[src/rtl/sd_arb_pkg.sv]
// Shared types and constants for the SD sector-interface request arbiter.
package sd_arb_pkg;

    // Arbiter FSM states
    typedef enum logic [1:0] {
        IDLE,
        ISSUE,
        ACTIVE,
        RELEASE
    } arb_state_t;

    // Sector operation latched at grant time
    typedef enum logic {
        OP_RD,
        OP_WR
    } arb_op_t;

    // Cycles to wait for the controller to accept a request
    localparam int DEFAULT_ACCEPT_TIMEOUT = 1_000_000;

    // Width of the saturating acceptance-timeout counter
    localparam int TCNT_W = 32;

    // Next index after idx, wrapping modulo n
    function automatic int wrap_inc(input int idx, input int n);
        return (idx + 1 >= n) ? 0 : idx + 1;
    endfunction

endpackage

[src/rtl/rr_picker.sv]
// Combinational round-robin priority encoder: returns the first set request
// at or after ptr, wrapping modulo N. Also used by the track-buffer port arbiter.
module rr_picker #(
    parameter int N = 3,
    parameter int W = (N > 1) ? $clog2(N) : 1
) (
    input  logic [N-1:0] req,
    input  logic [W-1:0] ptr,
    output logic [W-1:0] grant,
    output logic         valid
);

    // Scan from the farthest offset down so the nearest requester wins last
    always_comb begin
        grant = '0;
        valid = 1'b0;
        for (int k = N - 1; k >= 0; k--) begin
            if (req[(int'(ptr) + k) % N]) begin
                grant = W'((int'(ptr) + k) % N);
                valid = 1'b1;
            end
        end
    end

endmodule

[src/rtl/sd_request_arbiter.sv]
// Round-robin arbiter sharing one SD-card sector interface between NREQ
// requesters. One sector transaction at a time; the byte strobe and write
// data are steered to/from the current owner, and a request the controller
// never accepts is abandoned after ACCEPT_TIMEOUT cycles.
module sd_request_arbiter
    import sd_arb_pkg::*;
#(
    parameter int NREQ           = 3,
    parameter int ACCEPT_TIMEOUT = DEFAULT_ACCEPT_TIMEOUT
) (
    input  logic                      clk,
    input  logic                      reset,
    input  logic [NREQ*32-1:0]        req_lba,
    input  logic [NREQ-1:0]           req_rd,
    input  logic [NREQ-1:0]           req_wr,
    input  logic [NREQ*8-1:0]         req_wr_data,
    output logic [NREQ-1:0]           req_busy,
    output logic [NREQ-1:0]           req_done,
    output logic [NREQ-1:0]           req_rd_strobe,
    output logic [31:0]               sd_lba,
    output logic                      sd_rd,
    output logic                      sd_wr,
    input  logic                      sd_busy,
    input  logic                      sd_done,
    input  logic                      sd_rd_byte_strobe,
    input  logic [8:0]                sd_byte_index,
    output logic [7:0]                sd_wr_data,
    output logic [$clog2(NREQ)-1:0]   owner,
    output logic                      timeout_err
);

    localparam int OW = $clog2(NREQ);
    localparam logic [TCNT_W-1:0] TMO_LAST = TCNT_W'(ACCEPT_TIMEOUT - 1);

    arb_state_t        state;
    logic [OW-1:0]     rr_ptr;
    logic [TCNT_W-1:0] tcnt;

    logic [NREQ-1:0]   pending;
    logic [OW-1:0]     pick_idx;
    logic              pick_valid;
    arb_op_t           pick_op;
    logic [OW-1:0]     next_ptr;

    // The byte index is consumed by the requesters directly, not here
    logic unused_byte_index;
    assign unused_byte_index = ^sd_byte_index;

    assign pending  = req_rd | req_wr;
    assign next_ptr = OW'(wrap_inc(int'(owner), NREQ));

    rr_picker #(
        .N (NREQ),
        .W (OW)
    ) u_pick (
        .req   (pending),
        .ptr   (rr_ptr),
        .grant (pick_idx),
        .valid (pick_valid)
    );

    // Read wins when one requester asks for both; its write waits for a later grant
    always_comb begin
        pick_op = req_rd[pick_idx] ? OP_RD : OP_WR;
    end

    // Grant / issue / transfer / release sequencing with registered outputs
    always_ff @(posedge clk) begin
        if (reset) begin
            state       <= IDLE;
            rr_ptr      <= '0;
            tcnt        <= '0;
            owner       <= '0;
            sd_lba      <= '0;
            sd_rd       <= 1'b0;
            sd_wr       <= 1'b0;
            req_busy    <= '0;
            req_done    <= '0;
            timeout_err <= 1'b0;
        end else begin
            req_done    <= '0;
            timeout_err <= 1'b0;
            case (state)
                IDLE: begin
                    if (pick_valid) begin
                        owner  <= pick_idx;
                        sd_lba <= req_lba[int'(pick_idx)*32 +: 32];
                        sd_rd  <= (pick_op == OP_RD);
                        sd_wr  <= (pick_op == OP_WR);
                        tcnt   <= '0;
                        state  <= ISSUE;
                    end
                end
                ISSUE: begin
                    if (sd_busy) begin
                        sd_rd           <= 1'b0;
                        sd_wr           <= 1'b0;
                        req_busy[owner] <= 1'b1;
                        tcnt            <= '0;
                        state           <= ACTIVE;
                    end else if (tcnt == TMO_LAST) begin
                        // Controller never accepted: give the slot to the next requester
                        sd_rd       <= 1'b0;
                        sd_wr       <= 1'b0;
                        timeout_err <= 1'b1;
                        rr_ptr      <= next_ptr;
                        tcnt        <= '0;
                        state       <= IDLE;
                    end else if (tcnt != '1) begin
                        tcnt <= tcnt + 1'b1;
                    end
                end
                ACTIVE: begin
                    if (sd_done) begin
                        req_done[owner] <= 1'b1;
                        state           <= RELEASE;
                    end
                end
                RELEASE: begin
                    if (!sd_busy) begin
                        req_busy[owner] <= 1'b0;
                        rr_ptr          <= next_ptr;
                        state           <= IDLE;
                    end
                end
                default: state <= IDLE;
            endcase
        end
    end

    // Zero-latency steering so strobe and write byte stay aligned with sd_byte_index
    always_comb begin
        req_rd_strobe = '0;
        sd_wr_data    = '0;
        if (state == ACTIVE) begin
            req_rd_strobe[owner] = sd_rd_byte_strobe;
            sd_wr_data           = req_wr_data[int'(owner)*8 +: 8];
        end
    end

endmodule

[config.mk]
export PLATFORM = sky130hd
export DESIGN_NAME = sd_request_arbiter
export DESIGN_NICKNAME = d
export VERILOG_FILES = /design/src/rtl/sd_arb_pkg.sv /design/src/rtl/rr_picker.sv /design/src/rtl/sd_request_arbiter.sv
export SDC_FILE = /design/constraint.sdc
export NUM_CORES = 1
export LEC_CHECK = 0
export BUFFER_PORTS_ARGS = -buffer_cell sky130_fd_sc_hd__buf_2
export CORE_MARGIN = 4
export CORE_UTILIZATION = 31
export CTS_CLUSTER_SIZE = 16
export DETAILED_ROUTE_END_ITERATION = 6
export GPL_TIMING_DRIVEN = 1
export PLACE_DENSITY = 0.55
export SLEW_MARGIN = 10
export SYNTH_ARGS = -nofsm -noshare
export SYNTH_HDL_FRONTEND = slang
export SYNTH_HIERARCHICAL = 1
export SYNTH_SLANG_ARGS = --single-unit
[constraint.sdc]
create_clock -name clk -period 7.2 [get_ports clk]
set_input_delay 1.44 -clock clk [delete_from_list [all_inputs] [get_ports clk]]
set_output_delay 1.44 -clock clk [all_outputs]
set_load 0.01 [all_outputs]
## Yosys cells after proc, flatten, opt, wreduce, memory -nomap -nowiden

Index checks and enable logic that the tools add are counted.
W data, S select, Z words.

| storage, ports and cells | value |
|---|---|
| register bits after elaboration | 79 |
| bits of input ports | 140 |

| operators by class | value |
|---|---|
| add/subtract/negate cells | 4 |
| divide/modulo/power cells | 3 |
| order comparisons | 7 |
| eq/ne operators | 13 |
| shift-type cells | 2 |
| muxes and demuxes | 48 |
| bitwise gates (word level) | 8 |
| reductions and logical operators | 12 |

Operator list:

| operator | number |
|---|---|
| $mux W32 | 4 |
| $lt A32 B4 Y1 const B | 3 |
| $shiftx A96 B8 Y32 | 1 |
| $mod A32 B3 Y32 const B | 2 |
| $pmux W32 S2 | 1 |
| $add A32 B1 Y32 const B | 1 |
| $eq A32 B20 Y1 const B | 1 |
| $mod A3 B3 Y32 const B | 1 |
| $ne A32 B32 Y1 const B | 1 |
| $mux W2 | 12 |
| $shiftx A24 B6 Y8 | 1 |
| $mux W1 | 17 |
| $ne A2 B2 Y1 const B | 6 |
| $mux W3 | 3 |
| $reduce_and A3 Y1 | 3 |
| $bmux W1 S2 | 4 |
| $mux W8 | 1 |
| $pmux W2 S4 | 1 |
| $reduce_and A4 Y1 | 2 |
| $add A2 B1 Y3 const B | 2 |
| $and A3 B3 Y3 | 2 |
| $lt A2 B3 Y1 const B | 2 |
| $or A3 B3 Y3 | 2 |
| $pmux W3 S2 | 1 |
| 17 further kinds | 23 |

## Logic depth before layout (Yosys ltp)

Gate-level depths: netlist of the first run.

| logic depth | value |
|---|---|
| depth after elaboration | 13 |
| mapped depth | 14 |
| depth with buffers taken out | 11 |

## Modules after synthesis

Netlist of the first run, hierarchy kept.

Modules (own cells, without submodules):

| module | instances | cells an instance | area each (µm²) | seq. area each (µm²) |
|---|---|---|---|---|
| sd_request_arbiter | 1 | 598 | 4515.6 | 1581.5 |
| rr_picker | 1 | 29 | 222.7 | 0.0 |

## Least setup slack after synthesis of the first run

OpenSTA, ideal clock, no wires.

| path | value |
|---|---|
| path type | input to register |
| start | input req_wr[2] |
| end | register sd_lba[10] |
| library setup time | 0.137 ns |
| arrival | 3.411 ns |
| required time | 7.063 ns |
| path slack | 3.651 ns |
| stages on the path | 10 |
| buffers on the path | 2 |
| cell sequence | or2_2 -> a21o_1 -> a21oi_1 -> o211a_1 -> clkbuf_1 -> buf_1 -> mux2i_1 -> nor2_1 -> a21oi_1 -> a211oi_1 |

| between the ends | value |
|---|---|
| cells in the longest elaborated chain, start to end | 8 |
| elaborated cells between the ends (all ways) | 18 |

RTL lines:

| item | line | text |
|---|---|---|
| start: declaration | sd_request_arbiter.sv:15 | `input logic [NREQ-1:0] req_wr,` |
| $or A3 B3 Y3 (*) | sd_request_arbiter.sv:49 | `assign pending = req_rd \| req_wr;` |
| $bmux W1 S2 | rr_picker.sv:18 | `if (req[(int'(ptr) + k) % N]) begin` |
| $mux W1 (implied by the code) (2 in series) | rr_picker.sv:18 |  |
| $mux W2 (2 in series) | rr_picker.sv:18 |  |
| $mux W2 (*) | rr_picker.sv:18 |  |
| named net pick_idx[0] | sd_request_arbiter.sv:40 | `logic [OW-1:0] pick_idx;` |
| $shiftx A96 B8 Y32 (*) | sd_request_arbiter.sv:87 | `sd_lba <= req_lba[int'(pick_idx)*32 +: 32];` |
| end signal: assignment | sd_request_arbiter.sv:87 |  |
| end: declaration | sd_request_arbiter.sv:20 | `output logic [31:0] sd_lba,` |

Mark *: on every way through the listed nets, which the timed path passes. The rest lies on a longest branch. The select of a mux whose other input is x is not followed.
A chain may end at the register's enable or synchronous reset.

## Worst setup path after layout of the first run

| path | value |
|---|---|
| start | input req_wr[2] |
| end | register sd_wr |

| between the ends | value |
|---|---|
| cells in the longest elaborated chain, start to end | 12 |
| elaborated cells between the ends (all ways) | 23 |

RTL lines:

| item | line | text |
|---|---|---|
| $or A3 B3 Y3 (*) | sd_request_arbiter.sv:49 |  |
| named net pending[2] | sd_request_arbiter.sv:39 | `logic [NREQ-1:0] pending;` |
| $bmux W1 S2 | rr_picker.sv:18 |  |
| $mux W1 (implied by the code) (2 in series) | rr_picker.sv:18 |  |
| $mux W2 (2 in series) | rr_picker.sv:18 |  |
| $mux W2 (*) | rr_picker.sv:18 |  |
| named net pick_idx[0] | sd_request_arbiter.sv:40 |  |
| $bmux W1 S2 (*) | sd_request_arbiter.sv:64 | `pick_op = req_rd[pick_idx] ? OP_RD : OP_WR;` |
| $mux W1 (implied by the code) (*) | sd_request_arbiter.sv:64 |  |
| $mux W1 (*) | sd_request_arbiter.sv:64 |  |
| $mux W1 (*) | sd_request_arbiter.sv:85 | `if (pick_valid) begin` |
| $pmux W1 S2 (*) | sd_request_arbiter.sv:83 | `case (state)` |
| end signal: assignment | sd_request_arbiter.sv:89 | `sd_wr <= (pick_op == OP_WR);` |
| end: declaration | sd_request_arbiter.sv:22 | `output logic sd_wr,` |

Marks and branches as above.

==> insert_results.sql, run 1 <==
INSERT INTO impl_metrics (metric_group, metric, value, unit) VALUES
('run_status', 'status', 'complete, no violations', ''),
('timing', 'report.final.slew_viol_count', '0', ''),
('cells_and_area', 'antennaDiodeCount', '0', ''),
('setup_path', 'worst_path_max_delay_cell', 'sky130_fd_sc_hd__buf_4', ''),
('timing', 'final_hold_viol_count', '0', ''),
('clocking', 'clk_root_buffer_cell', 'sky130_fd_sc_hd__clkbuf_16', ''),
('die', 'height_of_the_chip', '131.6', 'um'),
('cells_and_area', 'layout.core_utilization', '40.88', '%'),
('setup_path', 'worst_path_dominant_cell_family', 'compound AO/OA/AOI/OAI gates', ''),
('placement', 'count_of_buffers_inserted_at_the_top_level_ports', '184', ''),
('setup_path', 'criticalPathCategory', 'primary input to flip-flop', ''),
('placement', 'gp_congestion', '0.8769', ''),
('cells_and_area', 'fill_cells', '1540', ''),
('route', 'detail_route.wirelength', '14980', 'um'),
('cells_and_area', 'area_growth', '27.30', '%'),
('placement', 'dp_slack', '3.313', 'ns'),
('global_route', 'grt_antenna_before_repair', '0', ''),
('clocking', 'postCtsResizedCells', '0', ''),
('yosys', 'synth-seq-cells', '79', ''),
('setup_path', 'r2r_slack', '4.16', 'ns'),
('power_and_ir_drop', 'switching_part_of_the_total', '30.05', '%'),
('global_route', 'grt_overflow', '0', ''),
('route', 'dr_total_vias', '5163', ''),
('timing', 'setup-tns-final', '0', 'ns'),
('yosys', 'synth_seq_area_share', '33.38', '%'),
('hold_path', 'min_delay_path_depth', '2', ''),
('yosys', 'post_synth_inst_count', '627', ''),
('setup_path', 'crit_path_max_incr_delay', '0.47', 'ns'),
('setup_path', 'worst_path_most_repeated_cell', 'sky130_fd_sc_hd__a21oi_1', ''),
('timing', 'final_worst_slack', '3.641', 'ns'),
('setup_path', 'regToRegStartpoint', 'tcnt[12]', ''),
('hold_path', 'hold_path.class', 'flip-flop to flip-flop', ''),
('setup_path', 'startpoint_type', 'primary input', ''),
('setup_path', 'worst_ep_arrival', '3.83', 'ns'),
('timing', 'relSlewSlack', '33.31', '%'),
('clocking', 'cts.reportedPaths.clkPinSlew', '0.06', 'ns'),
('power_and_ir_drop', 'seqPwrFrac', '42.5', '%'),
('setup_path', 'critical_path.max_fanout', '34', ''),
('cells_and_area', 'layout_commonest_cell', 'sky130_fd_sc_hd__buf_2', ''),
('route', 'number_of_antenna_violating_nets_in_the_routed_design', '0', ''),
('yosys', 'syn_avg_cell_area', '7.557', 'um2'),
('yosys', 'synth.net_count', '771', ''),
('power_and_ir_drop', 'vdd.ir_drop.worst', '0.00009350', 'V'),
('setup_path', 'path_buf_inv', '2', ''),
('clocking', 'htreeDepth', '3', ''),
('hold_path', 'min_to', 'sd_wr', ''),
('setup_path', 'path_cells', 'buf_2 > or2_2 > a21o_1 > a21oi_1 > o211a_2 > buf_4 > mux2i_1 > o21ai_0 > or3b_1 > a21oi_1', ''),
('route', 'drt-vias-per-instance', '5.339', ''),
('clocking', 'cts_buffer_depth', '2', ''),
('timing', 'period_minus_slack', '3.559', 'ns'),
('route', 'drt-wirelength-per-cell', '15.49', 'um'),
('setup_path', 'worst_r2r_path_depth', '6', ''),
('cells_and_area', 'nNetsFinal', '922', ''),
('route', 'drt_first_iter_violations', '292', ''),
('power_and_ir_drop', 'power_switching', '0.3491', 'mW'),
('die', 'initial_utilization', '32.11', '%'),
('run', 'total_of_max_cap_violations', '0', ''),
('global_route', 'wire_length_of_the_first_global_routing_pass', '24280', 'um'),
('global_route', 'largest_net_degree_at_the_start_of_global_routing', '67', ''),
('clocking', 'ctsHoldBuffers', '0', ''),
('clocking', 'cts-buffers-inserted', '9', ''),
('global_route', 'grt.total_usage', '16.76', '%'),
('timing', 'max_freq', '281.0', 'MHz'),
('yosys', 'ys_dominant_reg_cell', 'sky130_fd_sc_hd__dfxtp_1', ''),
('clocking', 'cts_tree', 'built', ''),
('hold_path', 'min-delay-start', 'sd_wr', ''),
('power_and_ir_drop', 'power.static_leakage', '2.559', 'nW'),
('route', 'post-route-drc-count', '0', ''),
('timing', 'clock-skew-final', '0.008512', 'ns'),
('setup_path', 'rr_endpoint', 'tcnt[28]', ''),
('yosys', 'ys_types', '57', '');
## sequential cells by signal (all words and copies together) (netlist names), named ones only
name,count
req_done,3
tcnt,32
owner,2
sd_rd,1
rr_ptr,2
state,1
sd_lba,32
sd_wr,1
timeout_err,1
## cell families after synthesis
kind of cell | share of synthesized area (%)
simple gates | 27.88
compound gates | 22.74
flops | 33.38
buf+inv | 5.017
mux | 9.929
fa+ha+maj | 1.056
## power by group through the flow
stage	clock network, mW	logic [mW]	registers [mW]
CTS	0.449	0.238	0.493
finish	0.433	0.235	0.493
global placement	0	0.234	0.501
global route	0.465	0.263	0.498
detailed placement	0	0.238	0.502
floorplan	0	0.133	0.510
## synth_stat cells, types with 4 or more instances
master / n / area, um2
sky130_fd_sc_hd__o21a_1: 4 / 30.03
sky130_fd_sc_hd__nor4_1: 13 / 81.33
sky130_fd_sc_hd__a21o_1: 5 / 37.54
sky130_fd_sc_hd__a31oi_1: 15 / 93.84
sky130_fd_sc_hd__or3_1: 4 / 25.02
sky130_fd_sc_hd__nor2_1: 115 / 431.7
sky130_fd_sc_hd__nor2b_1: 8 / 50.05
sky130_fd_sc_hd__or2_2: 7 / 43.79
sky130_fd_sc_hd__ha_1: 4 / 50.05
sky130_fd_sc_hd__a211oi_1: 37 / 277.8
sky130_fd_sc_hd__clkbuf_1: 45 / 168.9
sky130_fd_sc_hd__mux2i_1: 47 / 470.5
sky130_fd_sc_hd__o21ai_0: 15 / 75.07
sky130_fd_sc_hd__nand4_1: 14 / 87.58
sky130_fd_sc_hd__dfxtp_1: 79 / 1582
sky130_fd_sc_hd__o211ai_1: 4 / 30.03
sky130_fd_sc_hd__or4_1: 4 / 30.03
sky130_fd_sc_hd__and3_1: 8 / 50.05
sky130_fd_sc_hd__buf_1: 4 / 15.01
sky130_fd_sc_hd__a21oi_1: 62 / 310.3
sky130_fd_sc_hd__nand3_1: 27 / 135.1
sky130_fd_sc_hd__and4_1: 4 / 35.03
sky130_fd_sc_hd__nand2_1: 31 / 116.4
sky130_fd_sc_hd__nor3_1: 9 / 45.04
sky130_fd_sc_hd__inv_1: 9 / 33.78
sky130_fd_sc_hd__nand2b_1: 8 / 50.05
## worst min-delay path, delay by kind of cell, from the launching register on
kind,cells,cell delay (ns)
DFF,1,0.31
and+or+nand+nor,1,0.05
AOI/OAI and AO/OA,1,0.05
## area by class of cell
| type | count | area [um2] | share of cell area, % |
|---|---|---|---|
| Sequential cell | 79 | 1582 | 26.22 |
| Clock inverter | 7 | 57.56 | 0.9542 |
| Timing Repair Buffer | 191 | 973.4 | 16.14 |
| Multi-Input combinational cell | 487 | 2927 | 48.52 |
| Clock buffer | 9 | 225.2 | 3.734 |
| Tap cell | 184 | 230.2 | 3.817 |
| Inverter | 10 | 37.54 | 0.6223 |
## stage by stage
stage          instances  area [um2]  hold WS (ns)  total power [mW]
6_report             967        6032        0.4519             1.162
5_1_grt              967        6032        0.4826             1.226
4_1_cts              967        6032        0.4524             1.181
3_5_place_dp         951        5749        0.4418            0.7405
3_3_place_gp         951        5749        0.4436            0.7349
2_1_floorplan        627        4738        0.4474            0.6429
## worst max-delay path by stage
stage                   start            end  slack, ns  depth (start not counted)
floorplan           req_wr[2]     sd_lba[10]       3.65                         10
global placement    req_wr[2]          sd_wr       3.36                         10
detailed placement  req_wr[2]          sd_wr       3.31                         10
CTS                 req_wr[2]          sd_wr       3.67                         10
global route         owner[1]  sd_wr_data[6]       3.51                          4
finish              req_wr[2]          sd_wr       3.64                         10
## layer usage
metal	wire length [um]	track usage, %	up-vias
met4	319	6.943	0
met1	6374	20.18	2365
met5	0	0	-
met3	988	4.052	24
li1	-	-	2597
met2	7293	28.65	177
Note: power is estimated with default switching activity, not from simulation.
==> run 2, diff against run 1 <==
- clock period: 7.2 -> 3.5 ns (I/O delays scaled with it)
==> run 2 against run 1 <==
  * Register-to-register slack got worse by 3.4 ns
  * Global-route usage barely moved
  * Core utilization increased by 0.81 points
  * Combinational power rose by 110%
  * Worst hold slack gained 0.0032 ns
  * Non-clock buffer count grew 6
  * Clock-buffer cell count increased by 5
  * First-iteration DRC count is 7.5% lower
  * Wire length rose by 1.3%
  * Largest cell class unchanged
==> insert_results.sql, run 2 (synthesis gave the netlist of run 1 again) <==
INSERT INTO impl_metrics (metric_group, metric, value, unit) VALUES
('run_status', 'status', 'complete, no violations', ''),
('cells_and_area', 'finish.instance_area', '6151', 'um2'),
('global_route', 'grt_antenna_before_repair', '0', ''),
('power_and_ir_drop', 'vdd.ir_drop.worst', '0.0002222', 'V'),
('cells_and_area', 'nNetsFinal', '928', ''),
('cells_and_area', 'drive_gt1_share', '29.02', '%'),
('setup_path', 'required', '2.80', 'ns'),
('cells_and_area', 'antennaDiodeCount', '0', ''),
('placement', 'dp_slack', '0.6272', 'ns'),
('placement', 'gp_congestion', '0.9373', ''),
('timing', 'period_minus_slack', '2.754', 'ns'),
('setup_path', 'rr_endpoint', 'tcnt[2]', ''),
('setup_path', 'worst_r2r_path_depth', '11', ''),
('setup_path', 'r2r_slack', '0.76', 'ns'),
('placement', 'dpl_cell_area', '5807', 'um2'),
('timing', 'grt_setup_unrepaired', 'false', ''),
('die', 'die-area', '17330', 'um2'),
('global_route', 'wire_length_of_the_first_global_routing_pass', '24160', 'um'),
('clocking', 'post_cts.repair.setup_buffers', '0', ''),
('timing', 'clock-skew-final', '0.009687', 'ns'),
('timing', 'max_freq', '363.1', 'MHz'),
('setup_path', 'regToRegStartpoint', 'rr_ptr[0]', ''),
('setup_path', 'worst_ep_arrival', '2.05', 'ns'),
('global_route', 'grt.total_usage', '16.78', '%'),
('cells_and_area', 'highest_count_cells_in_the_layout_ignoring_fill_and_taps', '184 x sky130_fd_sc_hd__buf_2, 115 x sky130_fd_sc_hd__nor2_1, 79 x sky130_fd_sc_hd__dfxtp_1', ''),
('placement', 'detailed_place_hpwl', '11660', 'um'),
('clocking', 'ctsHoldBuffers', '0', ''),
('die', 'ioPinCount', '194', ''),
('timing', 'report.final.slew_viol_count', '0', ''),
('clocking', 'numClockSinks', '79', ''),
('global_route', 'largest_net_degree_at_the_start_of_global_routing', '67', ''),
('power_and_ir_drop', 'power.density', '419.5', 'nW/um2'),
('setup_path', 'startpoint_type', 'flip-flop', ''),
('clocking', 'cts-buffers-inserted', '9', ''),
('cells_and_area', 'top_regs', 'sd_lba x32, tcnt x32, req_done x3', ''),
('route', 'drt_first_iter_violations', '270', ''),
('hold_path', 'min_to', 'sd_wr', ''),
('cells_and_area', 'area_growth', '29.81', '%'),
('die', 'placeableCoreArea', '14750', 'um2'),
('route', 'post-route-drc-count', '0', ''),
('clocking', 'clkLatencyLatePin', '0.35', 'ns'),
('clocking', 'cts_buffer_depth', '2', ''),
('clocking', 'clk_root_buffer_cell', 'sky130_fd_sc_hd__clkbuf_16', ''),
('timing', 'setup-tns-final', '0', 'ns'),
('die', 'initial_utilization', '32.11', '%'),
('clocking', 'cts_tree', 'built', ''),
('route', 'detail_route.first_pass.iterations', '5', ''),
('hold_path', 'min_delay_path_depth', '2', ''),
('route', 'detail_route.wirelength', '15170', 'um'),
('timing', 'worst_slew_pin_slew', '0.7994', 'ns'),
('run', 'total_of_max_cap_violations', '0', ''),
('global_route', 'grt_overflow', '0', ''),
('cells_and_area', 'layout_commonest_cell', 'sky130_fd_sc_hd__buf_2', ''),
('setup_path', 'criticalPathCategory', 'flip-flop to output pin', ''),
('die', 'height_of_the_chip', '131.6', 'um'),
('global_route', 'grt_pass1_vias', '4924', ''),
('clocking', 'cts.reportedPaths.clkPinSlew', '0.06', 'ns'),
('route', 'number_of_antenna_violating_nets_in_the_routed_design', '0', ''),
('power_and_ir_drop', 'p_total', '2.580', 'mW'),
('placement', 'count_of_buffers_inserted_at_the_top_level_ports', '184', ''),
('die', 'rows', '44', ''),
('cells_and_area', 'fill_cells', '1536', ''),
('route', 'drt-wirelength-per-cell', '15.59', 'um'),
('timing', 'final_hold_viol_count', '0', ''),
('timing', 'timing.final.crit_share', '78.68', '%'),
('die', 'fp.dieW', '131.6', 'um'),
('timing', 'relSlewSlack', '46.64', '%'),
('setup_path', 'timing.critical_path.to_type', 'output pin', ''),
('clocking', 'htreeDepth', '3', ''),
('setup_path', 'critical_path.max_fanout', '18', ''),
('timing', 'setup_violations', '0', ''),
('clocking', 'postCtsResizedCells', '0', ''),
('hold_path', 'hold_path.class', 'flip-flop to flip-flop', ''),
('power_and_ir_drop', 'power.static_leakage', '2.633', 'nW'),
('timing', 'hold_slack', '0.4551', 'ns'),
('timing', 'final_worst_slack', '0.7463', 'ns'),
('hold_path', 'min-delay-start', 'sd_wr', ''),
('route', 'drt-vias-per-instance', '5.307', ''),
('route', 'dr_total_vias', '5164', '');
run 2: cell count changes in the layout (fill, tap and decap cells not counted), moves of 2 or more:
cell | before | now
sky130_fd_sc_hd__clkinvlp_4 | 3 | 0
sky130_fd_sc_hd__clkbuf_8 | 0 | 4
sky130_fd_sc_hd__buf_4 | 7 | 12
sky130_fd_sc_hd__bufinv_16 | 0 | 2
sky130_fd_sc_hd__inv_6 | 2 | 0
sky130_fd_sc_hd__clkinv_4 | 2 | 0
run 2: final cells by class:
class | instances | area [um2] | area share, %
Multi-Input combinational cell | 487 | 2927 | 47.58
Sequential cell | 79 | 1582 | 25.71
Clock inverter | 2 | 60.06 | 0.9764
Inverter | 10 | 37.54 | 0.6103
Clock buffer | 14 | 284.0 | 4.618
Timing Repair Buffer | 197 | 1031 | 16.76
Tap cell | 184 | 230.2 | 3.743
run 2: power by group:
group,switching [mW],internal (mW)
logic,0.267,0.221
clock network,0.373,0.703
registers,0.0489,0.967
run 2: per-layer routing:
| layer | part of all wire [%] | vias to the layer above | track usage [%] |
|---|---|---|---|
| met5 | 0 | - | 0 |
| met4 | 2.0 | 0 | 6.768 |
| met3 | 6.3 | 19 | 4.205 |
| met2 | 50 | 168 | 29.80 |
| met1 | 42 | 2360 | 19.27 |
| li1 | - | 2617 | - |
run 2: how the worst max path moves through the flow:
stage	cells past startpoint	slack, ns	from	endpoint
floorplan	10	0.69	req_wr[2]	sd_lba[10]
global placement	6	0.68	sd_busy	tcnt[25]
detailed placement	11	0.63	req_wr[2]	tcnt[2]
CTS	11	0.75	rr_ptr[0]	tcnt[2]
global route	4	0.55	owner[1]	sd_wr_data[3]
finish	4	0.75	owner[1]	sd_wr_data[3]
run 2: critical path: stages (launching register included):
cell and delay, ns:
sky130_fd_sc_hd__dfxtp_1 0.70, sky130_fd_sc_hd__nor2b_1 0.58, sky130_fd_sc_hd__a21oi_1 0.15, sky130_fd_sc_hd__nor2_1 0.12
sky130_fd_sc_hd__buf_2 0.16
run 2: metrics by stage:
stage / util (%) / std cells
after global placement: 39.36 / 957
after global routing: 41.69 / 973
after CTS: 41.69 / 973
final: 41.69 / 973
after floorplan: - / 627
after detailed placement: 39.36 / 957
